$ cat src/rtl/rast_pkg.sv
// Shared rasterizer types: fragment (position + color) and per-beat lane bundle.
package rast_pkg;

  localparam int SIGFIG = 24;
  localparam int RADIX  = 10;
  localparam int AXIS   = 3;
  localparam int COLORS = 3;
  localparam int LANES  = 4;
  localparam int LANE_W = (LANES > 1) ? $clog2(LANES) : 1;

  typedef logic signed [SIGFIG-1:0] coord_t;
  typedef logic        [SIGFIG-1:0] color_t;

  typedef struct packed {
    coord_t [AXIS-1:0]   pos;
    color_t [COLORS-1:0] col;
  } frag_t;

  typedef struct packed {
    frag_t [LANES-1:0] frag;
    logic  [LANES-1:0] mask;
  } beat_t;

  function automatic logic [LANE_W:0] lane_count(input logic [LANES-1:0] mask);
    logic [LANE_W:0] n;
    n = '0;
    for (int i = 0; i < LANES; i++) begin
      n = n + {{LANE_W{1'b0}}, mask[i]};
    end
    return n;
  endfunction

endpackage

$ cat src/rtl/frag_serializer_if.sv
// Beat-in / fragment-out bus of the fragment serializer; both stalls are active low.
interface frag_serializer_if;
  import rast_pkg::*;

  coord_t [LANES-1:0][AXIS-1:0]   hit_R18S;
  color_t [LANES-1:0][COLORS-1:0] color_R18U;
  logic   [LANES-1:0]             hit_valid_R18H;
  logic                           halt_RnnnnL;

  coord_t [AXIS-1:0]              hit_R19S;
  color_t [COLORS-1:0]            color_R19U;
  logic                           hit_valid_R19H;
  logic                           halt_R19L;

  modport master (
    output hit_R18S, color_R18U, hit_valid_R18H, halt_R19L,
    input  halt_RnnnnL, hit_R19S, color_R19U, hit_valid_R19H
  );

  modport slave (
    input  hit_R18S, color_R18U, hit_valid_R18H, halt_R19L,
    output halt_RnnnnL, hit_R19S, color_R19U, hit_valid_R19H
  );

endinterface

$ cat src/rtl/frag_serializer_lane_pick.sv
// Lowest-set-bit priority encoder: index of the first remaining lane plus a found flag.
module frag_lane_pick #(
  parameter  int LANES = 4,
  localparam int IW    = (LANES > 1) ? $clog2(LANES) : 1
) (
  input  logic [LANES-1:0] mask_i,
  output logic [IW-1:0]    idx_o,
  output logic             found_o
);

  // Scan from the top so the lowest set bit is the last one written.
  always_comb begin
    idx_o   = {IW{1'b0}};
    found_o = 1'b0;
    for (int i = LANES - 1; i >= 0; i--) begin
      idx_o   = mask_i[i] ? IW'(i) : idx_o;
      found_o = found_o | mask_i[i];
    end
  end

endmodule

$ cat src/rtl/frag_serializer.sv
// Buffers multi-lane hit beats and emits them one fragment per cycle, lane order preserved.
// Optional FRAG_SERIALIZER_STATS_EN adds free-running in/out/stall fragment counters.
module frag_serializer
  import rast_pkg::*;
#(
  parameter int SIGFIG = rast_pkg::SIGFIG,
  parameter int RADIX  = rast_pkg::RADIX,
  parameter int AXIS   = rast_pkg::AXIS,
  parameter int COLORS = rast_pkg::COLORS,
  parameter int LANES  = rast_pkg::LANES,
  parameter int DEPTH  = 4
) (
  input  logic                 clk,
  input  logic                 rst,
  frag_serializer_if.slave     bus_if
`ifdef FRAG_SERIALIZER_STATS_EN
  ,
  output logic [31:0]          frags_in_R19U,
  output logic [31:0]          frags_out_R19U,
  output logic [31:0]          stall_R19U
`endif
);

  localparam int PW = $clog2(DEPTH);
  localparam int CW = PW + 1;
  localparam int IW = (LANES > 1) ? $clog2(LANES) : 1;
  localparam logic [CW-1:0] FULL_C = CW'(DEPTH);

  // Storage types come from rast_pkg, so the widths must agree with it.
  if (SIGFIG != rast_pkg::SIGFIG || RADIX != rast_pkg::RADIX || AXIS != rast_pkg::AXIS ||
      COLORS != rast_pkg::COLORS || LANES != rast_pkg::LANES ||
      DEPTH < 2 || (DEPTH & (DEPTH - 1)) != 0) begin : g_cfg_err
    $error("frag_serializer: parameters disagree with rast_pkg or DEPTH not a power of two");
  end

  frag_t [LANES-1:0] data_q [DEPTH];
  logic  [LANES-1:0] mask_q [DEPTH];
  logic  [PW-1:0]    wr_ptr_q, rd_ptr_q;
  logic  [CW-1:0]    count_q, count_d;

  beat_t             in_beat_s;
  logic  [LANES-1:0] head_mask_s, rest_mask_s;
  logic  [IW-1:0]    lane_idx_s;
  logic              lane_found_s;
  logic              out_valid_s, accept_s, xfer_s, pop_s;

  frag_lane_pick #(.LANES(LANES)) u_pick (
    .mask_i  (head_mask_s),
    .idx_o   (lane_idx_s),
    .found_o (lane_found_s)
  );

  // Gather the incoming lanes into one beat record.
  always_comb begin
    in_beat_s      = '0;
    in_beat_s.mask = bus_if.hit_valid_R18H;
    for (int l = 0; l < LANES; l++) begin
      in_beat_s.frag[l].pos = bus_if.hit_R18S[l];
      in_beat_s.frag[l].col = bus_if.color_R18U[l];
    end
  end

  // Handshake decode; fullness is judged on the registered count only.
  always_comb begin
    head_mask_s = mask_q[rd_ptr_q];
    out_valid_s = (count_q != {CW{1'b0}}) && lane_found_s;
    accept_s    = (count_q < FULL_C) && (|bus_if.hit_valid_R18H);
    xfer_s      = out_valid_s && bus_if.halt_R19L;
    rest_mask_s = head_mask_s & ~(LANES'(1'b1) << lane_idx_s);
    pop_s       = xfer_s && (rest_mask_s == {LANES{1'b0}});
    if (accept_s && !pop_s) begin
      count_d = count_q + CW'(1'b1);
    end else if (pop_s && !accept_s) begin
      count_d = count_q - CW'(1'b1);
    end else begin
      count_d = count_q;
    end
  end

  assign bus_if.halt_RnnnnL    = (count_q < FULL_C);
  assign bus_if.hit_valid_R19H = out_valid_s;
  assign bus_if.hit_R19S       = data_q[rd_ptr_q][lane_idx_s].pos;
  assign bus_if.color_R19U     = data_q[rd_ptr_q][lane_idx_s].col;

  // Payload storage needs no reset: it is only observed through a live mask.
  always_ff @(posedge clk) begin
    if (accept_s && !rst) begin
      data_q[wr_ptr_q] <= in_beat_s.frag;
    end
  end

  // Pointers, occupancy and per-entry remaining-lane masks.
  always_ff @(posedge clk) begin
    if (rst) begin
      wr_ptr_q <= {PW{1'b0}};
      rd_ptr_q <= {PW{1'b0}};
      count_q  <= {CW{1'b0}};
      for (int e = 0; e < DEPTH; e++) begin
        mask_q[e] <= {LANES{1'b0}};
      end
    end else begin
      if (accept_s) begin
        mask_q[wr_ptr_q] <= in_beat_s.mask;
        wr_ptr_q         <= wr_ptr_q + PW'(1'b1);
      end
      if (xfer_s) begin
        mask_q[rd_ptr_q] <= rest_mask_s;
      end
      if (pop_s) begin
        rd_ptr_q <= rd_ptr_q + PW'(1'b1);
      end
      count_q <= count_d;
    end
  end

`ifdef FRAG_SERIALIZER_STATS_EN
  // Free-running statistics, wrapping at 2^32.
  always_ff @(posedge clk) begin
    if (rst) begin
      frags_in_R19U  <= 32'd0;
      frags_out_R19U <= 32'd0;
      stall_R19U     <= 32'd0;
    end else begin
      if (accept_s) begin
        frags_in_R19U <= frags_in_R19U + 32'(lane_count(bus_if.hit_valid_R18H));
      end
      if (xfer_s) begin
        frags_out_R19U <= frags_out_R19U + 32'd1;
      end
      if (out_valid_s && !bus_if.halt_R19L) begin
        stall_R19U <= stall_R19U + 32'd1;
      end
    end
  end
`endif

endmodule
$ cat src/flat_wrapper.sv
// flat-port wrapper written by rule: the top's interface ports become plain ports
module frag_serializer_flat import rast_pkg::*;
#(
  parameter int SIGFIG = rast_pkg::SIGFIG,
  parameter int RADIX  = rast_pkg::RADIX,
  parameter int AXIS   = rast_pkg::AXIS,
  parameter int COLORS = rast_pkg::COLORS,
  parameter int LANES  = rast_pkg::LANES,
  parameter int DEPTH  = 4
)
  (clk, rst, bus_if_hit_R18S, bus_if_color_R18U, bus_if_hit_valid_R18H, bus_if_halt_R19L, bus_if_halt_RnnnnL, bus_if_hit_R19S, bus_if_color_R19U, bus_if_hit_valid_R19H);
  frag_serializer_if bus_if_i ();
  input  logic clk;
  input  logic rst;
  input wire logic [$bits(bus_if_i.hit_R18S)-1:0] bus_if_hit_R18S;
  input wire logic [$bits(bus_if_i.color_R18U)-1:0] bus_if_color_R18U;
  input wire logic [$bits(bus_if_i.hit_valid_R18H)-1:0] bus_if_hit_valid_R18H;
  input wire logic [$bits(bus_if_i.halt_R19L)-1:0] bus_if_halt_R19L;
  output wire logic [$bits(bus_if_i.halt_RnnnnL)-1:0] bus_if_halt_RnnnnL;
  output wire logic [$bits(bus_if_i.hit_R19S)-1:0] bus_if_hit_R19S;
  output wire logic [$bits(bus_if_i.color_R19U)-1:0] bus_if_color_R19U;
  output wire logic [$bits(bus_if_i.hit_valid_R19H)-1:0] bus_if_hit_valid_R19H;
  assign bus_if_i.hit_R18S = bus_if_hit_R18S;
  assign bus_if_i.color_R18U = bus_if_color_R18U;
  assign bus_if_i.hit_valid_R18H = bus_if_hit_valid_R18H;
  assign bus_if_i.halt_R19L = bus_if_halt_R19L;
  assign bus_if_halt_RnnnnL = bus_if_i.halt_RnnnnL;
  assign bus_if_hit_R19S = bus_if_i.hit_R19S;
  assign bus_if_color_R19U = bus_if_i.color_R19U;
  assign bus_if_hit_valid_R19H = bus_if_i.hit_valid_R19H;
  frag_serializer #(.SIGFIG(SIGFIG), .RADIX(RADIX), .AXIS(AXIS), .COLORS(COLORS), .LANES(LANES), .DEPTH(DEPTH)) u_core (.clk(clk), .rst(rst), .bus_if(bus_if_i));
endmodule
$ cat config.mk
export PLATFORM = sky130hd
export DESIGN_NAME = frag_serializer_flat
export DESIGN_NICKNAME = d
export VERILOG_FILES = /design/src/rtl/rast_pkg.sv /design/src/rtl/frag_serializer_if.sv /design/src/rtl/frag_serializer_lane_pick.sv /design/src/rtl/frag_serializer.sv /design/src/flat_wrapper.sv
export SDC_FILE = /design/constraint.sdc
export NUM_CORES = 2
export LEC_CHECK = 0
export CAP_MARGIN = 20
export CORE_UTILIZATION = 50
export DETAILED_ROUTE_END_ITERATION = 16
export PLACE_DENSITY_LB_ADDON = 0.15
export SLEW_MARGIN = 20
export SYNTH_ARGS = -nofsm -noshare
export SYNTH_HDL_FRONTEND = slang
export SYNTH_SLANG_ARGS = --single-unit
$ cat constraint.sdc
create_clock -name clk -period 28.6 [get_ports clk]
set_clock_uncertainty 0.1 [all_clocks]
set_input_delay 5.72 -clock clk [delete_from_list [all_inputs] [get_ports clk]]
set_output_delay 5.72 -clock clk [all_outputs]
set_load 0.005 [all_outputs]
==> key figures <==
Power and ir drop
  • PwrDens: 101 nW/um^2
  • Pwr Total: about 0.011 W
  • Clock power share: between 20% and 30%
  • Comb pwr share: between 30% and 40%
  • Switching Fraction: between 20% and 30%
  • Seq pwr share: between 40 and 50%
  • VDD IR-drop max: 0.000153 V
  • Int Pwr: between 0.007 and 0.008 W
  • Leak: around 33 nW
  • NetSw: approximately 0.0032 W

STA
  • Fmax: a little under 80 MHz
  • Slew Viols, Final: 0
  • Final setup violation count: 0
  • Worst Max-Slew Pin Slew: 1.16 ns
  • Worst relative slew slack: about 22%
  • Setup ws final: roughly 16 ns
  • RSZ-0062 raised after global routing: no
  • Final hold violations: 0
  • Setup_tns: 0 ns
  • Final Critical Period: 12.68 ns
  • Period utilization: between 40% and 50%

Route
  • Met1 wire length: approximately 80000 um
  • Final wirelength: slightly above 200000 um
  • Drt drc: 0
  • DR WL met3: 14200 um
  • Max layer used: met5
  • Final ANT Viol Nets: 0
  • WL met2: between 100000 and 150000 um
  • Vias/cell: a little under 6
  • DRT Pass-1 Iters: 5
  • DRT iter0 DRCs: ~3300
  • Vias: slightly above 40000
  • WL/cell: between 20 and 30 um

Critical path
  • WS Path Type: flop to output port
  • Reg2Reg Launch Point: u_core.count_q[2]
  • Critical path startpoint category: flop
  • Arr. time, crit path: 6.86 ns
  • CP Capture Type: output port
  • Maximum fanout along the worst path: 101
  • Required @ worst endpoint: 22.78 ns

Logic synthesis
  • Post-synth EDFFs: around 2300
  • Synth async-reset ratio: 0%
  • Register bit total from synthesis: between 2000 and 2500
  • Most common flop cell mapped by yosys: edfxtp_1
  • Yosys cell types: just over 40
  • Mean Syn Cell Area: 24.0 um^2
  • Synth warnings: 0
  • Sequential area share after synthesis: roughly 79%
  • Synthesized area: between 80000 and 90000 um^2
  • Cells after Synth: roughly 3700
  • Synthesized net count: 4262

Floorplan
  • Height of the chip: 422 um
  • Core area: ~170000 um^2
  • Die X: 422 um
  • Num rows: 153
  • Die footprint: ~180000 um^2
  • Initial Util: between 50% and 60%
  • IO Pins: 729

Finish
  • FF+latch area: between 60000 and 70000 um^2
  • Area growth syn-to-layout: 19.3%
  • Nets: a little over 5000
  • Final instance area: between 100000 and 150000 um^2
  • Most common cell after layout, fill and taps aside: edfxtp_1
  • Multi-input gate area: around 17000 um^2
  • Layout cells sized above 1: between 20% and 30%
  • Fill count: between 10000 and 15000
  • Most frequent cells in the layout: edfxtp_1, clkdlybuf4s50_1, mux4_2, clkbuf_16, mux2i_1

CTS
  • # clock sinks: approximately 2300
  • Setup bufs post-CTS: 0
  • Depth of the CTS H-tree: 4
  • CTS tree: yes
  • CTS Buf Count: between 200 and 250
  • CTS Buffer Depth: 3
  • Root buffer cell: clkbuf_16
  • Clock Pin Slew Worst Setup and Hold Paths: about 0.060 ns
  • Resized cells post-CTS: 0
  • Clk_lat worst skew: 0.86 ns
  • Hold-fix buffers at CTS: 0

Hold path
  • Hold_sp: u_core.count_q[1]
  • Min-Delay Path Class: flop to flop

Place
  • Gpl congestion: approximately 0.8
  • DP Worst Slack: 16.41 ns
  • Post-detail-place hpwl: roughly 120000 um
  • Placed cell area: slightly below 100000 um^2
  • PortBufs: between 700 and 800

Global route
  • GR Overflow Total: 0
  • Gr usage total: around 23%
  • First-pass GRT wire length: ~300000 um
  • Initial antenna violation count: 120
  • Vias in the first global route: roughly 43000
  • Largest net degree at the start of global routing: 153

Run status
  • Run status: finished clean

Job
  • Max Cap Viol: 0
==> power groups by stage <==
stage / logic, W / clock network [W] / registers (W)
finish: 0.00346 / 0.00280 / 0.00435
global placement: 0.00351 / 0 / 0.00440
detailed placement: 0.00351 / 0 / 0.00442
global route: 0.00368 / 0.00299 / 0.00438
floorplan: 0.00198 / 0 / 0.00467
CTS: 0.00352 / 0.00287 / 0.00435
==> synth_stat cells (7+ instances only) <==
master / count / share of area (%)
nor2_1: 14 / 0.060
mux4_2: 580 / 15
buf_1: 12 / 0.051
dfxtp_1: 9 / 0.20
ha_1: 9 / 0.13
inv_1: 8 / 0.034
mux2i_1: 146 / 1.7
nand3_1: 17 / 0.097
o22ai_1: 144 / 1.0
edfxtp_1: 2320 / 79
buf_2: 38 / 0.22
o21ai_0: 14 / 0.080
a22oi_1: 143 / 1.2
buf_8: 7 / 0.12
clkbuf_1: 145 / 0.62
buf_4: 10 / 0.085
nand2_1: 7 / 0.030
==> metrics by stage <==
stage | std cells | utilization [%] | hold slack, ns
after floorplan | 3669 | - | 0.383
after global placement | 6570 | 56.1 | 0.476
after detailed placement | 6571 | 56.1 | 0.489
after CTS | 6985 | 60.1 | 0.503
after global routing | 7035 | 60.2 | 0.550
final | 7038 | 60.2 | 0.510
==> layout make-up <==
class | instances | area share, %
Sequential cell | 2329 | 66.5
Multi-Input combinational cell | 1118 | 16.4
Timing Repair Buffer | 793 | 7.57
Clock buffer | 278 | 5.67
Tap cell | 2325 | 2.77
Clock inverter | 136 | 0.940
Antenna cell | 51 | 0.122
Inverter | 8 | 0.0286
==> worst paths after layout <==
path                                 to  slack (ns)  cells past startpoint
setup / recovery  bus_if_color_R19U[43]       15.92                     10
hold / removal        u_core.count_q[1]        0.51                      2
hold reg to reg       u_core.count_q[1]        0.51                      2
setup reg to reg  u_core.data_q[2][185]       22.91                      6
==> logic make-up (layout without fill, tap and decap cells) <==
family                     after synthesis  count (layout)  share of synthesized area, %
AOI/OAI and AO/OA                      315             315                          2.45
xor gates and xnor gates                 3               3                        0.0299
adders and majority gates               10              10                         0.151
buffers and inverters                  222            1215                          1.15
DFF                                   2329            2329                          79.3
muxes                                  728             728                          16.5
other                                    0              51                             0
and+or+nand+nor                         62              62                         0.358
==> critical path, cell delays in order (launching register included) <==
cell and delay [ns]:
dfxtp_4 0.64, buf_12 0.62, mux4_2 0.68, nor2b_4 0.18, o21bai_4 0.23, buf_4 0.57, buf_4 0.79, buf_4 0.84
mux2i_1 0.16, o22ai_1 0.40, clkdlybuf4s50_1 0.59
==> layer usage <==
layer / track usage [%] / vias up
met5: 0 / -
met4: 10.1 / 70
met3: 6.02 / 398
met2: 37.1 / 1473
met1: 29.5 / 21900
li1: - / 17700
==> state kept, by name, indices dropped and copies added (netlist names), named ones only <==
register	flops
u_core.wr_ptr_q	2
u_core.count_q	3
u_core.data_q	2304
u_core.mask_q	16
u_core.rd_ptr_q	2
No activity file was read; power rests on OpenSTA's default activity.
